### src/rtl/bsg_manycore_vcache_dma_to_wormhole_pkg.sv
// Shared types for the vcache DMA to wormhole bridge: wormhole opcodes,
// FSM state encodings and the request-to-opcode mapping.
package bsg_manycore_vcache_dma_to_wormhole_pkg;

    typedef enum logic [1:0] {
        e_cache_wh_read             = 2'd0,
        e_cache_wh_write_non_masked = 2'd1,
        e_cache_wh_write_masked     = 2'd2
    } bsg_cache_wh_opcode_e;

    typedef enum logic [2:0] {
        TX_IDLE,
        TX_HDR,
        TX_ADDR,
        TX_MASK,
        TX_DATA
    } tx_state_e;

    typedef enum logic {
        RX_HDR,
        RX_DATA
    } rx_state_e;

    // A full mask lets the memory side skip the mask flit entirely.
    function automatic bsg_cache_wh_opcode_e wh_opcode_f(input logic write_not_read,
                                                         input logic mask_full);
        if (!write_not_read)
            return e_cache_wh_read;
        else if (mask_full)
            return e_cache_wh_write_non_masked;
        else
            return e_cache_wh_write_masked;
    endfunction

endpackage

### src/rtl/bsg_manycore_vcache_dma_to_wormhole_if.sv
// Ready/valid wormhole link pair: tx_* leaves the bridge, rx_* enters it.
interface bsg_manycore_vcache_dma_to_wormhole_if #(
    parameter int flit_width_p = 32
);
    logic                    tx_v;
    logic [flit_width_p-1:0] tx_data;
    logic                    tx_ready_and_rev;
    logic                    rx_v;
    logic [flit_width_p-1:0] rx_data;
    logic                    rx_ready_and_rev;

    modport master (
        output tx_v, tx_data, rx_ready_and_rev,
        input  tx_ready_and_rev, rx_v, rx_data
    );

    modport slave (
        input  tx_v, tx_data, rx_ready_and_rev,
        output tx_ready_and_rev, rx_v, rx_data
    );
endinterface

### src/rtl/bsg_manycore_vcache_dma_to_wormhole_counter.sv
// Clear/up beat counter used by both the TX and RX flit sequencers.
module bsg_manycore_vcache_dma_to_wormhole_counter #(
    parameter int width_p = 4
) (
    input  logic               clk_i,
    input  logic               reset_i,
    input  logic               clear_i,
    input  logic               up_i,
    output logic [width_p-1:0] count_o
);
    logic [width_p-1:0] count_d, count_q;

    always_comb begin
        count_d = count_q;
        if (clear_i)
            count_d = '0;
        else if (up_i)
            count_d = count_q + width_p'(1);
    end

    // NOTE: flops use non-blocking assignments so every register samples pre-edge values.
    always_ff @(posedge clk_i) begin
        if (reset_i)
            count_q <= '0;
        else
            count_q <= count_d;
    end

    assign count_o = count_q;
endmodule

### src/rtl/bsg_manycore_vcache_dma_to_wormhole.sv
// Bridges one vcache DMA port onto a cache wormhole link: TX serializes requests
// and evictions into flits, RX streams fill responses back to the cache.
module bsg_manycore_vcache_dma_to_wormhole
    import bsg_manycore_vcache_dma_to_wormhole_pkg::*;
#(
    parameter int addr_width_p          = 32,
    parameter int block_size_in_words_p = 4,
    parameter int dma_data_width_p      = 32,
    parameter int wh_flit_width_p       = 32,
    parameter int wh_cid_width_p        = 2,
    parameter int wh_len_width_p        = 4,
    parameter int wh_cord_width_p       = 5
) (
    input  logic                                      clk_i,
    input  logic                                      reset_i,
    input  logic [addr_width_p+block_size_in_words_p:0] dma_pkt_i,
    input  logic                                      dma_pkt_v_i,
    output logic                                      dma_pkt_yumi_o,
    output logic [dma_data_width_p-1:0]               dma_data_o,
    output logic                                      dma_data_v_o,
    input  logic                                      dma_data_ready_and_i,
    input  logic [dma_data_width_p-1:0]               dma_data_i,
    input  logic                                      dma_data_v_i,
    output logic                                      dma_data_yumi_o,
    input  logic [wh_cord_width_p-1:0]                my_wh_cord_i,
    input  logic [wh_cid_width_p-1:0]                 my_wh_cid_i,
    input  logic [wh_cord_width_p-1:0]                dest_wh_cord_i,
    bsg_manycore_vcache_dma_to_wormhole_if.master     wh_link
);
    localparam int data_len_lp      = block_size_in_words_p*32/dma_data_width_p;
    localparam int tx_cnt_width_lp  = (data_len_lp > 1) ? $clog2(data_len_lp) : 1;
    localparam int hdr_used_lp      = 2*wh_cord_width_p + 2*wh_cid_width_p + wh_len_width_p
                                      + $bits(bsg_cache_wh_opcode_e);

    typedef struct packed {
        logic [wh_flit_width_p-hdr_used_lp-1:0] unused;
        bsg_cache_wh_opcode_e                   opcode;
        logic [wh_cid_width_p-1:0]              src_cid;
        logic [wh_cord_width_p-1:0]             src_cord;
        logic [wh_cid_width_p-1:0]              cid;
        logic [wh_len_width_p-1:0]              len;
        logic [wh_cord_width_p-1:0]             cord;
    } wh_header_s;

    typedef struct packed {
        logic                             write_not_read;
        logic [addr_width_p-1:0]          addr;
        logic [block_size_in_words_p-1:0] mask;
    } dma_pkt_s;

    if (dma_data_width_p != wh_flit_width_p) begin : g_width_chk
        $error("dma_data_width_p must equal wh_flit_width_p");
    end
    if (data_len_lp < 1) begin : g_len_chk
        $error("data_len_lp must be at least 1");
    end

    tx_state_e                   tx_state_d, tx_state_q;
    rx_state_e                   rx_state_d, rx_state_q;
    dma_pkt_s                    pkt_d, pkt_q;
    logic [wh_len_width_p-1:0]   rx_len_d, rx_len_q;
    bsg_cache_wh_opcode_e        tx_op;
    wh_header_s                  tx_hdr;
    logic                        tx_v, pkt_yumi, evict_yumi, tx_cnt_up, tx_cnt_clear;
    logic [wh_flit_width_p-1:0]  tx_data;
    logic [tx_cnt_width_lp-1:0]  tx_cnt;
    logic                        rx_ready, fill_v, rx_cnt_up, rx_cnt_clear;
    logic [wh_len_width_p-1:0]   rx_cnt, rx_len_in;

    assign tx_op = wh_opcode_f(pkt_q.write_not_read, &pkt_q.mask);

    always_comb begin
        tx_hdr          = '0;
        tx_hdr.cord     = dest_wh_cord_i;
        tx_hdr.src_cord = my_wh_cord_i;
        tx_hdr.src_cid  = my_wh_cid_i;
        tx_hdr.opcode   = tx_op;
        case (tx_op)
            e_cache_wh_read:             tx_hdr.len = wh_len_width_p'(1);
            e_cache_wh_write_non_masked: tx_hdr.len = wh_len_width_p'(1 + data_len_lp);
            default:                     tx_hdr.len = wh_len_width_p'(2 + data_len_lp);
        endcase
    end

    // NOTE: every output of a combinational block gets a default first, so no path infers a latch.
    always_comb begin
        tx_state_d   = tx_state_q;
        pkt_d        = pkt_q;
        tx_v         = 1'b0;
        tx_data      = '0;
        pkt_yumi     = 1'b0;
        evict_yumi   = 1'b0;
        tx_cnt_up    = 1'b0;
        tx_cnt_clear = 1'b0;
        case (tx_state_q)
            TX_IDLE: begin
                if (dma_pkt_v_i) begin
                    pkt_yumi   = 1'b1;
                    pkt_d      = dma_pkt_i;
                    tx_state_d = TX_HDR;
                end
            end
            TX_HDR: begin
                tx_v    = 1'b1;
                tx_data = tx_hdr;
                if (wh_link.tx_ready_and_rev)
                    tx_state_d = TX_ADDR;
            end
            TX_ADDR: begin
                tx_v    = 1'b1;
                tx_data = wh_flit_width_p'(pkt_q.addr);
                if (wh_link.tx_ready_and_rev) begin
                    if (tx_op == e_cache_wh_read)
                        tx_state_d = TX_IDLE;
                    else if (tx_op == e_cache_wh_write_masked)
                        tx_state_d = TX_MASK;
                    else
                        tx_state_d = TX_DATA;
                end
            end
            TX_MASK: begin
                tx_v    = 1'b1;
                tx_data = wh_flit_width_p'(pkt_q.mask);
                if (wh_link.tx_ready_and_rev)
                    tx_state_d = TX_DATA;
            end
            TX_DATA: begin
                // Evict data is cut through to the link with no staging register.
                tx_v       = dma_data_v_i;
                tx_data    = dma_data_i;
                evict_yumi = dma_data_v_i & wh_link.tx_ready_and_rev;
                tx_cnt_up  = evict_yumi;
                if (evict_yumi && (tx_cnt == tx_cnt_width_lp'(data_len_lp - 1))) begin
                    tx_cnt_clear = 1'b1;
                    tx_state_d   = TX_IDLE;
                end
            end
            default: tx_state_d = TX_IDLE;
        endcase
    end

    // Len field position follows the header layout: cord occupies the low bits.
    assign rx_len_in = wh_link.rx_data[wh_cord_width_p +: wh_len_width_p];

    always_comb begin
        rx_state_d   = rx_state_q;
        rx_len_d     = rx_len_q;
        rx_ready     = 1'b0;
        fill_v       = 1'b0;
        rx_cnt_up    = 1'b0;
        rx_cnt_clear = 1'b0;
        case (rx_state_q)
            RX_HDR: begin
                rx_ready = 1'b1;
                if (wh_link.rx_v && (rx_len_in != '0)) begin
                    rx_len_d   = rx_len_in;
                    rx_state_d = RX_DATA;
                end
            end
            RX_DATA: begin
                fill_v    = wh_link.rx_v;
                rx_ready  = dma_data_ready_and_i;
                rx_cnt_up = wh_link.rx_v & dma_data_ready_and_i;
                if (rx_cnt_up && (rx_cnt == rx_len_q - wh_len_width_p'(1))) begin
                    rx_cnt_clear = 1'b1;
                    rx_state_d   = RX_HDR;
                end
            end
            default: rx_state_d = RX_HDR;
        endcase
    end

    always_ff @(posedge clk_i) begin
        if (reset_i) begin
            tx_state_q <= TX_IDLE;
            rx_state_q <= RX_HDR;
            pkt_q      <= '0;
            rx_len_q   <= '0;
        end else begin
            tx_state_q <= tx_state_d;
            rx_state_q <= rx_state_d;
            pkt_q      <= pkt_d;
            rx_len_q   <= rx_len_d;
        end
    end

    bsg_manycore_vcache_dma_to_wormhole_counter #(.width_p(tx_cnt_width_lp)) tx_counter (
        .clk_i(clk_i), .reset_i(reset_i), .clear_i(tx_cnt_clear), .up_i(tx_cnt_up), .count_o(tx_cnt)
    );

    bsg_manycore_vcache_dma_to_wormhole_counter #(.width_p(wh_len_width_p)) rx_counter (
        .clk_i(clk_i), .reset_i(reset_i), .clear_i(rx_cnt_clear), .up_i(rx_cnt_up), .count_o(rx_cnt)
    );

    // Outputs are forced quiet while reset is held so the link never sees a stray flit.
    assign dma_pkt_yumi_o           = pkt_yumi & ~reset_i;
    assign dma_data_yumi_o          = evict_yumi & ~reset_i;
    assign dma_data_v_o             = fill_v & ~reset_i;
    assign dma_data_o               = wh_link.rx_data;
    assign wh_link.tx_v             = tx_v & ~reset_i;
    assign wh_link.tx_data          = reset_i ? '0 : tx_data;
    assign wh_link.rx_ready_and_rev = rx_ready & ~reset_i;

    assert property (@(posedge clk_i) disable iff (reset_i)
        (rx_state_q == RX_HDR && wh_link.rx_v) |-> (rx_len_in != '0));

endmodule
### src/flat_wrapper.sv
// flat-port wrapper written by rule: the top's interface ports become plain ports
module bsg_manycore_vcache_dma_to_wormhole_flat import bsg_manycore_vcache_dma_to_wormhole_pkg::*;
#(
    parameter int addr_width_p          = 32,
    parameter int block_size_in_words_p = 4,
    parameter int dma_data_width_p      = 32,
    parameter int wh_flit_width_p       = 32,
    parameter int wh_cid_width_p        = 2,
    parameter int wh_len_width_p        = 4,
    parameter int wh_cord_width_p       = 5
)
  (clk_i, reset_i, dma_pkt_i, dma_pkt_v_i, dma_pkt_yumi_o, dma_data_o, dma_data_v_o, dma_data_ready_and_i, dma_data_i, dma_data_v_i, dma_data_yumi_o, my_wh_cord_i, my_wh_cid_i, dest_wh_cord_i, wh_link_tx_v, wh_link_tx_data, wh_link_rx_ready_and_rev, wh_link_tx_ready_and_rev, wh_link_rx_v, wh_link_rx_data);
  bsg_manycore_vcache_dma_to_wormhole_if wh_link_i ();
  input  logic clk_i;
  input  logic reset_i;
  input  logic [addr_width_p+block_size_in_words_p:0] dma_pkt_i;
  input  logic dma_pkt_v_i;
  output logic dma_pkt_yumi_o;
  output logic [dma_data_width_p-1:0] dma_data_o;
  output logic dma_data_v_o;
  input  logic dma_data_ready_and_i;
  input  logic [dma_data_width_p-1:0] dma_data_i;
  input  logic dma_data_v_i;
  output logic dma_data_yumi_o;
  input  logic [wh_cord_width_p-1:0] my_wh_cord_i;
  input  logic [wh_cid_width_p-1:0] my_wh_cid_i;
  input  logic [wh_cord_width_p-1:0] dest_wh_cord_i;
  output wire logic [$bits(wh_link_i.tx_v)-1:0] wh_link_tx_v;
  output wire logic [$bits(wh_link_i.tx_data)-1:0] wh_link_tx_data;
  output wire logic [$bits(wh_link_i.rx_ready_and_rev)-1:0] wh_link_rx_ready_and_rev;
  input wire logic [$bits(wh_link_i.tx_ready_and_rev)-1:0] wh_link_tx_ready_and_rev;
  input wire logic [$bits(wh_link_i.rx_v)-1:0] wh_link_rx_v;
  input wire logic [$bits(wh_link_i.rx_data)-1:0] wh_link_rx_data;
  assign wh_link_tx_v = wh_link_i.tx_v;
  assign wh_link_tx_data = wh_link_i.tx_data;
  assign wh_link_rx_ready_and_rev = wh_link_i.rx_ready_and_rev;
  assign wh_link_i.tx_ready_and_rev = wh_link_tx_ready_and_rev;
  assign wh_link_i.rx_v = wh_link_rx_v;
  assign wh_link_i.rx_data = wh_link_rx_data;
  bsg_manycore_vcache_dma_to_wormhole #(.addr_width_p(addr_width_p), .block_size_in_words_p(block_size_in_words_p), .dma_data_width_p(dma_data_width_p), .wh_flit_width_p(wh_flit_width_p), .wh_cid_width_p(wh_cid_width_p), .wh_len_width_p(wh_len_width_p), .wh_cord_width_p(wh_cord_width_p)) u_core (.clk_i(clk_i), .reset_i(reset_i), .dma_pkt_i(dma_pkt_i), .dma_pkt_v_i(dma_pkt_v_i), .dma_pkt_yumi_o(dma_pkt_yumi_o), .dma_data_o(dma_data_o), .dma_data_v_o(dma_data_v_o), .dma_data_ready_and_i(dma_data_ready_and_i), .dma_data_i(dma_data_i), .dma_data_v_i(dma_data_v_i), .dma_data_yumi_o(dma_data_yumi_o), .my_wh_cord_i(my_wh_cord_i), .my_wh_cid_i(my_wh_cid_i), .dest_wh_cord_i(dest_wh_cord_i), .wh_link(wh_link_i));
endmodule
### config.mk
export PLATFORM = sky130hd
export DESIGN_NAME = bsg_manycore_vcache_dma_to_wormhole_flat
export DESIGN_NICKNAME = d
export VERILOG_FILES = /design/src/rtl/bsg_manycore_vcache_dma_to_wormhole_pkg.sv /design/src/rtl/bsg_manycore_vcache_dma_to_wormhole_if.sv /design/src/rtl/bsg_manycore_vcache_dma_to_wormhole_counter.sv /design/src/rtl/bsg_manycore_vcache_dma_to_wormhole.sv /design/src/flat_wrapper.sv
export SDC_FILE = /design/constraint.sdc
export NUM_CORES = 1
export LEC_CHECK = 0
export ABC_AREA = 1
export ABC_CLOCK_PERIOD_IN_PS = 2600
export CORE_UTILIZATION = 60
export DETAILED_ROUTE_END_ITERATION = 10
export DONT_BUFFER_PORTS = 1
export HOLD_SLACK_MARGIN = 0.05
export MAX_ROUTING_LAYER = met4
export PLACE_DENSITY = 0.76
export SLEW_MARGIN = 20
export SYNTH_ARGS = -nofsm -noshare
export SYNTH_HDL_FRONTEND = slang
export SYNTH_SLANG_ARGS = --single-unit
### constraint.sdc
create_clock -name clk_i -period 2.6 [get_ports clk_i]
set_input_delay 0.13 -clock clk_i [delete_from_list [all_inputs] [get_ports clk_i]]
set_output_delay 0.13 -clock clk_i [all_outputs]
set_load 0.01 [all_outputs]
Word-level counts from Yosys, hierarchy flattened

Index checks and enable logic that the tools add are counted.

Bits of input ports: 120
Memories: 0
Register bits after elaboration: 51
Output and inout port bits: 69
Bits in read-only memories: 0
Memory bits (writable): 0
Bits in latches: 0

Multipliers: 0
Shift operators: 0
$add $sub $neg: 3
Div/mod/pow operators: 0
Bitwise gates (word level): 9
$lt $le $gt $ge: 0
Mux-type cells: 27
Eq/ne operators: 13
Reductions and logical operators: 13

Operators with widths:

| operator                                         | number |
|---|---|
| one-hot mux 32 bit (4 select lines)              | 1 |
| two-way mux 32 bit                               | 1 |
| two-way mux 3 bit                                | 7 |
| one-hot mux 3 bit (5 select lines)               | 1 |
| two-way mux 1 bit                                | 11 |
| inequality test 2 bit, second input constant     | 4 |
| AND 1 bit                                        | 7 |
| == test 3 x 2 -> 1 bit, second input constant    | 2 |
| one-hot mux 1 bit (2 select lines)               | 3 |
| one-hot mux 3 bit (2 select lines)               | 1 |
| AND reduction 5 bit                              | 1 |
| adder 4 x 1 -> 4 bit, second input constant      | 1 |
| == test 2 bit, second input constant             | 2 |
| == test 4 bit                                    | 1 |
| two-way mux 2 bit                                | 2 |
| AND reduction 2 bit                              | 2 |
| AND reduction 4 bit                              | 1 |
| nonzero test 4 bit                               | 1 |
| OR reduction 2 bit                               | 2 |
| subtractor 4 x 1 -> 4 bit, second input constant | 1 |
| == test 3 x 1 -> 1 bit, second input constant    | 1 |
| == test 3 bit, second input constant             | 1 |
| logical AND 1 bit                                | 3 |
| zero test 3 bit                                  | 1 |
| 6 further kinds                                  | 7 |

Longest topological paths before layout

Gate-level depths: netlist of run 1.

Word-level depth: 8
Mapped depth: 10
Depth with buffers taken out: 10

Hierarchy

From an unflattened synthesis of run 1, not the netlist that was laid out.

Cell total of the unflattened synthesis: 472
Area total of the unflattened synthesis: 3124.2 µm²

By module, submodules not included:

| module                                                           | times used | area an instance (µm²) | cells an instance |
|---|---|---|---|
| bsg_manycore_vcache_dma_to_wormhole                              | 1          | 2876.5                 | 439 |
| bsg_manycore_vcache_dma_to_wormhole_counter at u_core.rx_counter | 1          | 168.9                  | 22 |
| bsg_manycore_vcache_dma_to_wormhole_counter at u_core.tx_counter | 1          | 78.8                   | 11 |

Least setup slack after synthesis of run 1

OpenSTA, ideal clock, no wires.

Path kind: flip-flop to output port
Start: register u_core.tx_state_q[1]
End: output wh_link_tx_data[19]
Buffers on the path: 1
Required time: 2.470 ns
Cell stages (with the launch flop): 8
Path slack: 1.262 ns
Arrival: 1.208 ns
Cell sequence: dfxtp_1 -> inv_1 -> nor3_2 -> inv_1 -> buf_2 -> nor2_1 -> nor2_1 -> a21oi_1

Longest elaborated chain between the ends: 3
Elaborated cells on any way between the ends: 6

Ends and longest elaborated chain:

| element                                     | RTL line                                   | source |
|---|---|---|
| start, declared                             | bsg_manycore_vcache_dma_to_wormhole.sv:58  | `tx_state_e tx_state_d, tx_state_q;` |
| start signal, assigned                      | bsg_manycore_vcache_dma_to_wormhole.sv:180 | `tx_state_q <= tx_state_d;` |
| == test 3 bit, or another cell as far along | bsg_manycore_vcache_dma_to_wormhole.sv:95  | `case (tx_state_q)` |
| one-hot mux 32 bit (4 select lines) *       | bsg_manycore_vcache_dma_to_wormhole.sv:95  |  |
| two-way mux 32 bit *                        | bsg_manycore_vcache_dma_to_wormhole.sv:201 | `assign wh_link.tx_data = reset_i ? '0 : tx_data;` |
| end, declared                               | flat_wrapper.sv:29                         | `output wire logic [$bits(wh_link_i.tx_data)-1:0] wh_link_tx_data;` |

Mark *: on every way between the ends. The rest lies on a longest branch, timed or not.

Worst setup path in the final report of run 1

Start: register u_core.tx_state_q[1]
End: output wh_link_tx_data[2]

The elaborated chain is that of the path after synthesis.

==> flow_results.xml, run 1 <==
<?xml version="1.0" encoding="UTF-8"?>
<metrics>
  <group name="run_status">
    <metric name="run_status" unit="">completed</metric>
  </group>
  <group name="detailed_routing">
    <metric name="remaining_drc_errors" unit="">0</metric>
    <metric name="detail_route.first_pass.iterations" unit="">4</metric>
    <metric name="drt_wl_total" unit="um">7490</metric>
    <metric name="dr_total_vias" unit="">2883</metric>
    <metric name="wl_met2" unit="um">3750</metric>
    <metric name="drt_first_iter_violations" unit="">193</metric>
    <metric name="routed_wire_length_per_instance" unit="um">14.1</metric>
    <metric name="detail_route.vias_per_cell" unit="">5.43</metric>
    <metric name="routedLengthMet1" unit="um">3080</metric>
    <metric name="dr_wl_met3" unit="um">504</metric>
    <metric name="detail-route-antenna-nets" unit="">0</metric>
    <metric name="maxUsedRoutingLayer" unit="">met4</metric>
  </group>
  <group name="layout">
    <metric name="share_of_final_layout_standard_cells_stronger_than_drive_strength_1" unit="">0.0388</metric>
    <metric name="flow.area_growth_from_synthesis" unit="%">9.01</metric>
    <metric name="finish.net_count" unit="">586</metric>
    <metric name="insertedDiodeCount" unit="">0</metric>
    <metric name="regArea" unit="um^2">1020</metric>
    <metric name="multiInputGateArea" unit="um^2">1420</metric>
    <metric name="num-fill-cells" unit="">437</metric>
  </group>
  <group name="timing">
    <metric name="setup_total_negative_slack" unit="ns">0</metric>
    <metric name="setup_violations" unit="">0</metric>
    <metric name="max_clock_freq" unit="GHz">0.459</metric>
    <metric name="period_needed" unit="ns">2.18</metric>
    <metric name="post_route_clock_period_utilization" unit="">0.838</metric>
    <metric name="final_hold_slack" unit="ns">0.0492</metric>
    <metric name="grt_setup_unrepaired" unit="">no</metric>
    <metric name="clock_skew" unit="ns">0.00645</metric>
    <metric name="slew_viol_final" unit="">0</metric>
    <metric name="tightest_slew" unit="ns">0.622</metric>
    <metric name="report.final.hold_viol_count" unit="">0</metric>
    <metric name="timing.max_slew.rel_slack" unit="">0.584</metric>
  </group>
  <group name="global_routing">
    <metric name="first_global_vias" unit="">2660</metric>
    <metric name="antenna_found_initial" unit="">0</metric>
    <metric name="all_layer_global_routing_usage" unit="">0.288</metric>
    <metric name="global_route.overflow_total" unit="">0</metric>
    <metric name="grt_pass1_wl" unit="um">11600</metric>
    <metric name="grt_start_max_net_pins" unit="">60</metric>
  </group>
  <group name="synthesis">
    <metric name="synth_area_leaders" unit="">dfxtp_1 (33%), nand2_1 (13%), a21oi_1 (10%)</metric>
    <metric name="synthesis.area" unit="um^2">3050</metric>
    <metric name="synth.cells.most_frequent" unit="">nand2_1 (104), inv_1 (64), a21oi_1 (62), o21ai_0 (52), dfxtp_1 (51)</metric>
    <metric name="yosys.cell_types.count" unit="">27</metric>
    <metric name="yosys.area.top_type_share" unit="">0.334</metric>
    <metric name="synth_area_per_cell" unit="um^2">6.53</metric>
    <metric name="synth_flop_cell" unit="">dfxtp_1</metric>
    <metric name="synth_most_common_cell" unit="">nand2_1</metric>
    <metric name="postSynth.asyncResetShare" unit="">0</metric>
    <metric name="syn-num-nets" unit="">591</metric>
    <metric name="seq_area_frac_synth" unit="">0.334</metric>
    <metric name="ys_seq_elements" unit="">51</metric>
    <metric name="post-synth-top-area-cell" unit="">dfxtp_1</metric>
    <metric name="synth_edf_count" unit="">0</metric>
    <metric name="number_of_warnings_printed_during_yosys_synthesis" unit="">0</metric>
    <metric name="syn-instance-count" unit="">468</metric>
  </group>
  <group name="pwr">
    <metric name="clock_power_share" unit="">0.215</metric>
    <metric name="cellInternalPower" unit="uW">1640</metric>
    <metric name="leakage_component_of_the_power" unit="uW">0.00132</metric>
    <metric name="sequentialPowerShare" unit="">0.414</metric>
    <metric name="power_density" unit="nW/um^2">806</metric>
    <metric name="power.share.combinational" unit="">0.371</metric>
    <metric name="ir_worst_vdd" unit="V">0.000550</metric>
    <metric name="switching_pwr" unit="uW">1050</metric>
    <metric name="power.switching_fraction" unit="">0.390</metric>
  </group>
  <group name="clock_network">
    <metric name="cts.root.buffer_cell" unit="">clkbuf_8</metric>
    <metric name="clkSlewWorstSetupHoldPaths" unit="ns">0.09</metric>
    <metric name="cts_inserted_buffers" unit="">5</metric>
    <metric name="htree_num_levels" unit="">2</metric>
    <metric name="tritoncts" unit="">done</metric>
    <metric name="insertion_delay" unit="ns">0.31</metric>
    <metric name="cts-root-to-sink-buffers" unit="">2</metric>
    <metric name="post_cts.repair.setup_buffers" unit="">0</metric>
    <metric name="clock-sinks" unit="">51</metric>
  </group>
  <group name="min_path">
    <metric name="timing.hold.worst.class" unit="">input pin to register</metric>
  </group>
  <group name="setup_path">
    <metric name="cp_slowest_stage_delay" unit="ns">0.43</metric>
    <metric name="crit_path_top_delay_cell" unit="">dfxtp_1</metric>
    <metric name="crit_path_class" unit="">register to output pin</metric>
    <metric name="element_type_at_the_critical_path_end" unit="">output pin</metric>
    <metric name="timing.critical_path.required" unit="ns">2.47</metric>
    <metric name="crit_path_start_kind" unit="">register</metric>
    <metric name="worst-path-buf-inv" unit="">3</metric>
    <metric name="critical_path.max_fanout" unit="">20</metric>
    <metric name="setup.reg_to_reg.worst_slack" unit="ns">0.58</metric>
    <metric name="crit_chain" unit="">inv_1 &gt; nor3_2 &gt; buf_4 &gt; inv_1 &gt; o21ai_0 &gt; nor2_1 &gt; nor2_1</metric>
    <metric name="crit_arrival" unit="ns">2.05</metric>
    <metric name="cp_top_family" unit="">buffers and inverters</metric>
  </group>
  <group name="floorplanning">
    <metric name="design.portCount" unit="">189</metric>
    <metric name="core-area" unit="um^2">4820</metric>
    <metric name="initial_standard_cell_utilization_of_the_core" unit="">0.634</metric>
    <metric name="fp.dieW" unit="um">73.3</metric>
    <metric name="num_rows" unit="">25</metric>
    <metric name="die_span_y" unit="um">73.3</metric>
    <metric name="die_area" unit="um^2">5380</metric>
  </group>
  <group name="place">
    <metric name="detailedPlacementHpwl" unit="um">5030</metric>
    <metric name="finalWeightedCongestion" unit="">0.940</metric>
    <metric name="portBuffers" unit="">0</metric>
  </group>
  <group name="job">
    <metric name="cap_violations" unit="">0</metric>
  </group>
</metrics>
[power by group through the flow]
stage                     combinational (uW)  sequential (uW)  clock [uW]
after detailed placement                 930             1130           0
after floorplan                          846             1100           0
final                                    995             1110         578
after global routing                    1120             1140         616
after CTS                                983             1110         584
after global placement                   908             1120           0
[per-stage QoR]
stage	power [uW]	util	area [um^2]	setup slack, ns	std cells
after global routing	2870	0.691	3330	0.230	531
after floorplan	1950	-	3050	1.26	468
final	2680	0.691	3330	0.422	531
after CTS	2680	0.691	3330	0.434	531
after detailed placement	2060	0.584	2810	0.774	483
after global placement	2030	0.584	2810	0.838	483
[per-layer routing]
metal | track usage | up-vias
li1 | - | 1441
met1 | 0.334 | 1302
met2 | 0.487 | 123
met3 | 0.0658 | 17
met4 | 0.105 | 0
met5 | - | -
[placed cells by master (no fill, tap or decap), types with 2 or more instances in the layout]
master	Yosys	final
nand3_2	2	2
a21oi_1	62	62
o211ai_1	9	9
dlygate4sd3_1	0	40
nand4_1	2	2
buf_4	39	2
nand3b_1	2	2
nand3_1	8	8
dfxtp_1	51	51
nand2_1	104	104
inv_1	64	64
o21ai_0	52	52
a31oi_1	2	2
ha_1	3	3
nor2_1	39	39
xor2_1	2	2
xnor2_1	2	2
clkbuf_8	0	6
[state kept, by name, summed over array words and instances (netlist names)]
register,flops
u_core.tx_state_q,3
u_core.tx_counter.count_o,2
u_core.rx_state_q,1
u_core.rx_len_q,4
u_core.rx_counter.count_o,4
u_core.pkt_q,37
[kinds of logic (layout without fill, tap and decap cells)]
group,after synthesis,in the layout,synth area share
AO/OA/AOI/OAI,127,127,0.218
XOR/XNOR,4,4,0.0115
flip-flops,51,51,0.334
buffers and inverters,121,117,0.200
adder cells (fa/ha/maj),3,3,0.0123
AND/OR/NAND/NOR,162,162,0.224
[final timing paths]
check / startpoint / cells after the start / endpoint
worst max-delay path: u_core.tx_state_q[1] / 7 / wh_link_tx_data[2]
worst min-delay path: dma_pkt_i[28] / 2 / u_core.pkt_q[28]
worst max register to register: u_core.tx_state_q[0] / 6 / u_core.tx_counter.count_o[1]
worst min register to register: u_core.pkt_q[34] / 2 / u_core.pkt_q[34]
[final cells by class]
cell class                      instances  area share
Sequential cell                        51       0.307
Timing Repair Buffer                   43       0.131
Clock buffer                            6      0.0248
Multi-Input combinational cell        296       0.427
Inverter                               66      0.0752
Clock inverter                          2      0.0105
Tap cell                               67      0.0252
[timing repair]
item / 4_1_cts / 5_1_grt
endpoints found under the hold margin: 38 / 0
gates resized for setup: 0 / 0
hold buffers: 40 / 0
No activity file was read; power rests on OpenSTA's default activity.
==> run 2: changes to the inputs <==
Settings changed: ABC_AREA 1 to 0, ABC_CLOCK_PERIOD_IN_PS 2600 to 2000, CORE_UTILIZATION 60 to 57, PLACE_DENSITY 0.76 to 0.75.
Clock period 2.6 ns to 2 ns, I/O delays scaled along.
==> flow_results.xml, run 2 <==
<?xml version="1.0" encoding="UTF-8"?>
<metrics>
  <group name="pwr">
    <metric name="switching_pwr" unit="uW">635</metric>
    <metric name="leakage_component_of_the_power" unit="uW">0.00125</metric>
    <metric name="ir_worst_vdd" unit="V">0.000759</metric>
    <metric name="power.switching_fraction" unit="">0.263</metric>
    <metric name="clock_power_share" unit="">0.349</metric>
    <metric name="power_density" unit="nW/um^2">706</metric>
    <metric name="cellInternalPower" unit="uW">1780</metric>
    <metric name="power.share.combinational" unit="">0.182</metric>
    <metric name="sequentialPowerShare" unit="">0.468</metric>
  </group>
  <group name="timing">
    <metric name="max_clock_freq" unit="GHz">0.532</metric>
    <metric name="period_needed" unit="ns">1.88</metric>
    <metric name="slew_viol_final" unit="">0</metric>
    <metric name="report.final.hold_viol_count" unit="">0</metric>
    <metric name="timing.max_slew.rel_slack" unit="">0.790</metric>
    <metric name="setup_total_negative_slack" unit="ns">0</metric>
    <metric name="clock_skew" unit="ns">0.0111</metric>
    <metric name="tightest_slew" unit="ns">0.307</metric>
    <metric name="grt_setup_unrepaired" unit="">no</metric>
    <metric name="final_hold_slack" unit="ns">0.0582</metric>
    <metric name="post_route_clock_period_utilization" unit="">0.940</metric>
    <metric name="setup_violations" unit="">0</metric>
  </group>
  <group name="run_status">
    <metric name="run_status" unit="">completed</metric>
  </group>
  <group name="global_routing">
    <metric name="grt_pass1_wl" unit="um">11800</metric>
    <metric name="global_route.overflow_total" unit="">0</metric>
    <metric name="antenna_found_initial" unit="">0</metric>
    <metric name="grt_start_max_net_pins" unit="">52</metric>
    <metric name="all_layer_global_routing_usage" unit="">0.293</metric>
    <metric name="first_global_vias" unit="">2510</metric>
  </group>
  <group name="place">
    <metric name="finalWeightedCongestion" unit="">0.875</metric>
    <metric name="portBuffers" unit="">0</metric>
    <metric name="dpl-instance-area" unit="um^2">2820</metric>
    <metric name="detailedPlacementHpwl" unit="um">5220</metric>
  </group>
  <group name="synthesis">
    <metric name="postSynth.asyncResetShare" unit="">0</metric>
    <metric name="syn-instance-count" unit="">389</metric>
    <metric name="seq_area_frac_synth" unit="">0.348</metric>
    <metric name="synth_edf_count" unit="">0</metric>
    <metric name="number_of_warnings_printed_during_yosys_synthesis" unit="">0</metric>
    <metric name="yosys.cell_types.count" unit="">36</metric>
    <metric name="synth_flop_cell" unit="">dfxtp_1</metric>
    <metric name="post-synth-top-area-cell" unit="">dfxtp_1</metric>
    <metric name="synth.cells.most_frequent" unit="">nand2_1 (81), dfxtp_1 (51), a21oi_1 (50), nor2_1 (37), a22oi_1 (34)</metric>
    <metric name="ys_seq_elements" unit="">51</metric>
    <metric name="yosys.area.top_type_share" unit="">0.348</metric>
    <metric name="synth_area_leaders" unit="">dfxtp_1 (35%), nand2_1 (10%), a22oi_1 (8.7%)</metric>
    <metric name="synthesis.area" unit="um^2">2940</metric>
    <metric name="syn-num-nets" unit="">512</metric>
    <metric name="synth_most_common_cell" unit="">nand2_1</metric>
    <metric name="synth_area_per_cell" unit="um^2">7.55</metric>
  </group>
  <group name="layout">
    <metric name="share_of_final_layout_standard_cells_stronger_than_drive_strength_1" unit="">0.0963</metric>
    <metric name="flow.area_growth_from_synthesis" unit="%">16.5</metric>
    <metric name="largest-register" unit="">u_core.pkt_q</metric>
    <metric name="insertedDiodeCount" unit="">0</metric>
    <metric name="layout_commonest_cell" unit="">nand2_1</metric>
    <metric name="design_area" unit="um^2">3420</metric>
    <metric name="most-common-layout-cells" unit="">nand2_1 (81), a21oi_1 (50), dfxtp_1 (50)</metric>
    <metric name="largest_register_ffs" unit="">37</metric>
    <metric name="finish.net_count" unit="">527</metric>
    <metric name="num-fill-cells" unit="">415</metric>
  </group>
  <group name="detailed_routing">
    <metric name="remaining_drc_errors" unit="">0</metric>
    <metric name="dr_total_vias" unit="">2848</metric>
    <metric name="drt_wl_total" unit="um">8020</metric>
    <metric name="detail-route-antenna-nets" unit="">0</metric>
    <metric name="detail_route.vias_per_cell" unit="">6.03</metric>
    <metric name="drt_first_iter_violations" unit="">159</metric>
    <metric name="detail_route.first_pass.iterations" unit="">4</metric>
    <metric name="routed_wire_length_per_instance" unit="um">17.0</metric>
  </group>
  <group name="clock_network">
    <metric name="tritoncts" unit="">done</metric>
    <metric name="cts.root.buffer_cell" unit="">clkbuf_8</metric>
    <metric name="cts-root-to-sink-buffers" unit="">2</metric>
    <metric name="insertion_delay" unit="ns">0.31</metric>
    <metric name="clock-sinks" unit="">51</metric>
    <metric name="htree_num_levels" unit="">2</metric>
    <metric name="cts_inserted_buffers" unit="">5</metric>
    <metric name="clkSlewWorstSetupHoldPaths" unit="ns">0.10</metric>
  </group>
  <group name="floorplanning">
    <metric name="die_span_y" unit="um">73.8</metric>
    <metric name="fp.dieW" unit="um">73.8</metric>
    <metric name="design.portCount" unit="">189</metric>
    <metric name="core-area" unit="um^2">4850</metric>
    <metric name="die_area" unit="um^2">5440</metric>
    <metric name="num_rows" unit="">25</metric>
    <metric name="initial_standard_cell_utilization_of_the_core" unit="">0.606</metric>
  </group>
  <group name="setup_path">
    <metric name="r2r_cells" unit="">5</metric>
    <metric name="setup.reg_to_reg.worst_slack" unit="ns">0.39</metric>
    <metric name="crit_arrival" unit="ns">1.78</metric>
    <metric name="critical_path.reg2reg.endpoint" unit="">u_core.pkt_q[22]</metric>
    <metric name="reg2reg_from" unit="">u_core.tx_state_q[2]</metric>
    <metric name="crit_chain" unit="">nor2b_1 &gt; nor2b_1 &gt; buf_4 &gt; a22oi_1 &gt; a21oi_1 &gt; buf_4</metric>
    <metric name="crit_path_start_kind" unit="">register</metric>
    <metric name="crit_path_class" unit="">register to output pin</metric>
    <metric name="element_type_at_the_critical_path_end" unit="">output pin</metric>
    <metric name="critical_path.max_fanout" unit="">7</metric>
    <metric name="timing.critical_path.required" unit="ns">1.90</metric>
    <metric name="cp_slowest_stage_delay" unit="ns">0.44</metric>
    <metric name="crit_path_top_delay_cell" unit="">dfxtp_2</metric>
  </group>
  <group name="min_path">
    <metric name="hold_path_startpoint" unit="">wh_link_tx_ready_and_rev</metric>
    <metric name="hold_path_depth" unit="">3</metric>
    <metric name="timing.hold.worst.class" unit="">input pin to register</metric>
    <metric name="hold-path-endpoint" unit="">u_core.tx_state_q[2]</metric>
  </group>
  <group name="job">
    <metric name="cap_violations" unit="">0</metric>
  </group>
</metrics>
[run 2: changes by cell type after synthesis, moves of 10 or more]
cell,delta
a21oi_1,-12
a22oi_1,+34
a2bb2oi_1,+10
inv_1,-59
nand2_1,-23
nor3_1,+10
o21ai_0,-48
[run 2: layer usage]
metal / up-vias / track usage / wire length [um]
met1: 1338 / 0.365 / 3440
li1: 1342 / - / -
met3: 28 / 0.0617 / 527
met2: 140 / 0.471 / 3870
met4: 0 / 0.100 / 186
met5: - / - / 0
[run 2: cell families (layout without fill, tap and decap cells)]
| kind of cell | count (synthesis) | in the layout | share of synthesized area |
|---|---|---|---|
| mux | 3 | 3 | 0.0102 |
| fa+ha+maj | 3 | 3 | 0.0128 |
| buf+inv | 65 | 81 | 0.140 |
| compound gates | 106 | 106 | 0.231 |
| simple gates | 152 | 152 | 0.231 |
| xor+xnor | 9 | 9 | 0.0268 |
| flops | 51 | 51 | 0.348 |
[run 2: worst max path at each step]
stage | start | to | depth (start not counted)
2_1_floorplan | u_core.tx_state_q[0] | wh_link_tx_data[19] | 5
3_3_place_gp | u_core.tx_state_q[2] | wh_link_tx_data[6] | 5
3_5_place_dp | u_core.tx_state_q[2] | wh_link_tx_data[2] | 4
4_1_cts | u_core.tx_state_q[2] | wh_link_tx_data[2] | 4
5_1_grt | u_core.tx_state_q[0] | wh_link_tx_data[0] | 6
6_report | u_core.tx_state_q[0] | wh_link_tx_data[1] | 6
[run 2: metrics by stage]
step                      setup WS [ns]  power [uW]  std cells  utilization
after CTS                        0.0130        2410        470        0.699
after floorplan                   0.546        1490        389            -
final                             0.121        2420        472        0.706
after global placement            0.416        1490        419        0.581
after detailed placement          0.363        1500        419        0.581
after global routing            0.00502        2530        472        0.706
[run 2: final cells by class]
type / count / area [um^2] / area share
clock buffer: 6 / 72.6 / 0.0212
sequential: 51 / 1020 / 0.299
multi-input combinational: 273 / 1520 / 0.444
inverter: 5 / 18.8 / 0.00548
timing repair buffer: 68 / 644 / 0.188
tap: 67 / 83.8 / 0.0245
clock inverter: 2 / 60.1 / 0.0176
[run 2: power groups by stage]
stage                     logic, uW  clock network (uW)  registers [uW]
after floorplan                 358                   0            1130
after global placement          338                   0            1150
after detailed placement        346                   0            1150
after CTS                       433                 850            1130
after global routing            484                 902            1140
final                           441                 845            1130
[run 2: worst max-delay path: cells and delay by family (launching register included)]
family                 cells  cell delay (ns)
buffers and inverters      2             0.33
DFF                        1             0.44
and+or+nand+nor            2             0.48
AOI/OAI and AO/OA          2             0.23
[run 2: timing repair]
action                                  in CTS  in global routing
resized for setup                            0                  2
buffers inserted                             0                  2
endpoints found under the hold margin       51                  0
endpoints found under the setup margin       0                 33
hold buffers                                43                  0
==> run 3: changes to the inputs <==
Settings changed: ABC_AREA 0 to 1.
==> flow_results.xml, run 3 (synthesis results as in run 1) <==
<?xml version="1.0" encoding="UTF-8"?>
<metrics>
  <group name="clock_network">
    <metric name="cts.root.buffer_cell" unit="">clkbuf_8</metric>
    <metric name="clkSlewWorstSetupHoldPaths" unit="ns">0.08</metric>
    <metric name="tritoncts" unit="">done</metric>
    <metric name="cts_inserted_buffers" unit="">5</metric>
    <metric name="htree_num_levels" unit="">2</metric>
    <metric name="insertion_delay" unit="ns">0.30</metric>
    <metric name="cts-root-to-sink-buffers" unit="">2</metric>
    <metric name="clock-sinks" unit="">51</metric>
  </group>
  <group name="timing">
    <metric name="period_needed" unit="ns">1.95</metric>
    <metric name="setup_violations" unit="">0</metric>
    <metric name="max_clock_freq" unit="GHz">0.514</metric>
    <metric name="report.final.hold_viol_count" unit="">0</metric>
    <metric name="setup_total_negative_slack" unit="ns">0</metric>
    <metric name="tightest_slew" unit="ns">0.358</metric>
    <metric name="slew_viol_final" unit="">0</metric>
    <metric name="clock_skew" unit="ns">0.00295</metric>
    <metric name="timing.max_slew.rel_slack" unit="">0.761</metric>
    <metric name="grt_setup_unrepaired" unit="">yes</metric>
    <metric name="post_route_clock_period_utilization" unit="">0.973</metric>
  </group>
  <group name="setup_path">
    <metric name="critical_path.max_fanout" unit="">15</metric>
    <metric name="setup.reg_to_reg.worst_slack" unit="ns">0.26</metric>
    <metric name="element_type_at_the_critical_path_end" unit="">output pin</metric>
    <metric name="timing.critical_path.required" unit="ns">1.90</metric>
    <metric name="crit_path_start_kind" unit="">register</metric>
    <metric name="crit_path_class" unit="">register to output pin</metric>
    <metric name="crit_arrival" unit="ns">1.85</metric>
  </group>
  <group name="global_routing">
    <metric name="global_route.overflow_total" unit="">0</metric>
    <metric name="grt_start_max_net_pins" unit="">43</metric>
    <metric name="antenna_found_initial" unit="">0</metric>
    <metric name="all_layer_global_routing_usage" unit="">0.278</metric>
    <metric name="first_global_vias" unit="">2638</metric>
    <metric name="grt_pass1_wl" unit="um">11600</metric>
  </group>
  <group name="pwr">
    <metric name="power.switching_fraction" unit="">0.399</metric>
    <metric name="clock_power_share" unit="">0.160</metric>
    <metric name="leakage_component_of_the_power" unit="uW">0.00141</metric>
    <metric name="sequentialPowerShare" unit="">0.422</metric>
    <metric name="power_density" unit="nW/um^2">986</metric>
    <metric name="cellInternalPower" unit="uW">2070</metric>
    <metric name="power" unit="uW">3450</metric>
    <metric name="switching_pwr" unit="uW">1380</metric>
    <metric name="power.share.combinational" unit="">0.418</metric>
    <metric name="ir_worst_vdd" unit="V">0.000817</metric>
  </group>
  <group name="job">
    <metric name="cap_violations" unit="">0</metric>
  </group>
  <group name="layout">
    <metric name="largest_register_ffs" unit="">37</metric>
    <metric name="finish.net_count" unit="">609</metric>
    <metric name="share_of_final_layout_standard_cells_stronger_than_drive_strength_1" unit="">0.0701</metric>
    <metric name="layout_commonest_cell" unit="">nand2_1</metric>
    <metric name="largest-register" unit="">u_core.pkt_q</metric>
    <metric name="insertedDiodeCount" unit="">0</metric>
    <metric name="most-common-layout-cells" unit="">nand2_1 (104), inv_1 (63), a21oi_1 (62)</metric>
    <metric name="num-fill-cells" unit="">469</metric>
    <metric name="flow.area_growth_from_synthesis" unit="%">14.5</metric>
  </group>
  <group name="detailed_routing">
    <metric name="detail_route.vias_per_cell" unit="">5.37</metric>
    <metric name="routed_wire_length_per_instance" unit="um">14.0</metric>
    <metric name="detail-route-antenna-nets" unit="">0</metric>
    <metric name="drt_wl_total" unit="um">7780</metric>
    <metric name="remaining_drc_errors" unit="">0</metric>
    <metric name="detail_route.first_pass.iterations" unit="">5</metric>
    <metric name="drt_first_iter_violations" unit="">123</metric>
    <metric name="dr_total_vias" unit="">2982</metric>
  </group>
  <group name="min_path">
    <metric name="timing.hold.worst.class" unit="">input pin to register</metric>
  </group>
  <group name="floorplanning">
    <metric name="die_span_y" unit="um">75.2</metric>
    <metric name="fp.dieW" unit="um">75.2</metric>
    <metric name="design.portCount" unit="">189</metric>
    <metric name="core-area" unit="um^2">5140</metric>
    <metric name="die_area" unit="um^2">5660</metric>
    <metric name="num_rows" unit="">26</metric>
    <metric name="initial_standard_cell_utilization_of_the_core" unit="">0.594</metric>
  </group>
  <group name="run_status">
    <metric name="run_status" unit="">completed</metric>
  </group>
  <group name="place">
    <metric name="portBuffers" unit="">0</metric>
    <metric name="detailedPlacementHpwl" unit="um">4980</metric>
    <metric name="finalWeightedCongestion" unit="">0.757</metric>
  </group>
</metrics>
==> run 3: cell count changes in the layout (fill, tap and decap cells not counted), sizes merged, moves of 4 or more <==
cell         change
nor2b            -6
nand3            +5
a21oi           +12
nor3             -8
dlygate4sd3      +4
buf              -7
a22oi           -34
o211ai           +9
o21ai           +48
inv             +59
nor2             +4
nand2           +24
a2bb2oi         -10
==> run 3: worst paths after layout <==
path,from,to,depth (start not counted)
worst max-delay path,u_core.tx_state_q[2],wh_link_tx_data[3],6
worst min-delay path,wh_link_rx_data[5],u_core.rx_state_q,4
worst max register to register,u_core.tx_state_q[2],u_core.tx_counter.count_o[1],5
worst min register to register,u_core.pkt_q[13],u_core.pkt_q[13],2
==> run 3: final cells by class <==
class / instances / area, um^2 / area share
Clock buffer: 6 / 72.6 / 0.0208
Tap cell: 70 / 87.6 / 0.0250
Multi-Input combinational cell: 297 / 1430 / 0.410
Timing Repair Buffer: 65 / 628 / 0.180
Sequential cell: 51 / 1020 / 0.292
Inverter: 66 / 254 / 0.0726
==> run 3: worst max-delay path: stages, from the launching register on <==
cell	delay, ns
dfxtp_1	0.41
nor3_2	0.34
clkinvlp_4	0.18
buf_12	0.17
o21ai_0	0.15
nor2_1	0.07
nor2_1	0.23
==> run 3: power by group through the flow <==
stage	sequential, uW	combinational [uW]	clock [uW]
floorplan	1440	1100	0
global placement	1460	1200	0
detailed placement	1470	1230	0
CTS	1450	1320	571
global route	1480	1620	594
finish	1450	1440	552
==> run 3: what timing repair did <==
item	4_1_cts	5_1_grt
hold buffers	46	0
buffers inserted	0	8
endpoints found under the hold margin	43	0
gates resized for setup	0	2
gates cloned	1	0
setup endpoints to repair	1	16
pin swaps	1	2
==> run 3: through the flow <==
stage / instances / area [um^2] / util / hold slack, ns / worst slack (ns)
3_5_place_dp: 494 / 2860 / 0.557 / 0.200 / 0.327
4_1_cts: 547 / 3410 / 0.663 / 0.0758 / 0.0454
3_3_place_gp: 494 / 2860 / 0.557 / 0.200 / 0.385
6_report: 555 / 3500 / 0.680 / 0.0806 / 0.0534
2_1_floorplan: 468 / 3050 / - / 0.224 / 0.692
5_1_grt: 555 / 3500 / 0.680 / 0.127 / -0.0243
==> run 3: layer usage <==
layer,vias up,global-route usage,share of wire
met5,-,-,0
li1,1486,-,-
met2,122,0.474,0.50
met4,0,0.0802,0.014
met3,15,0.0602,0.075
met1,1359,0.329,0.41
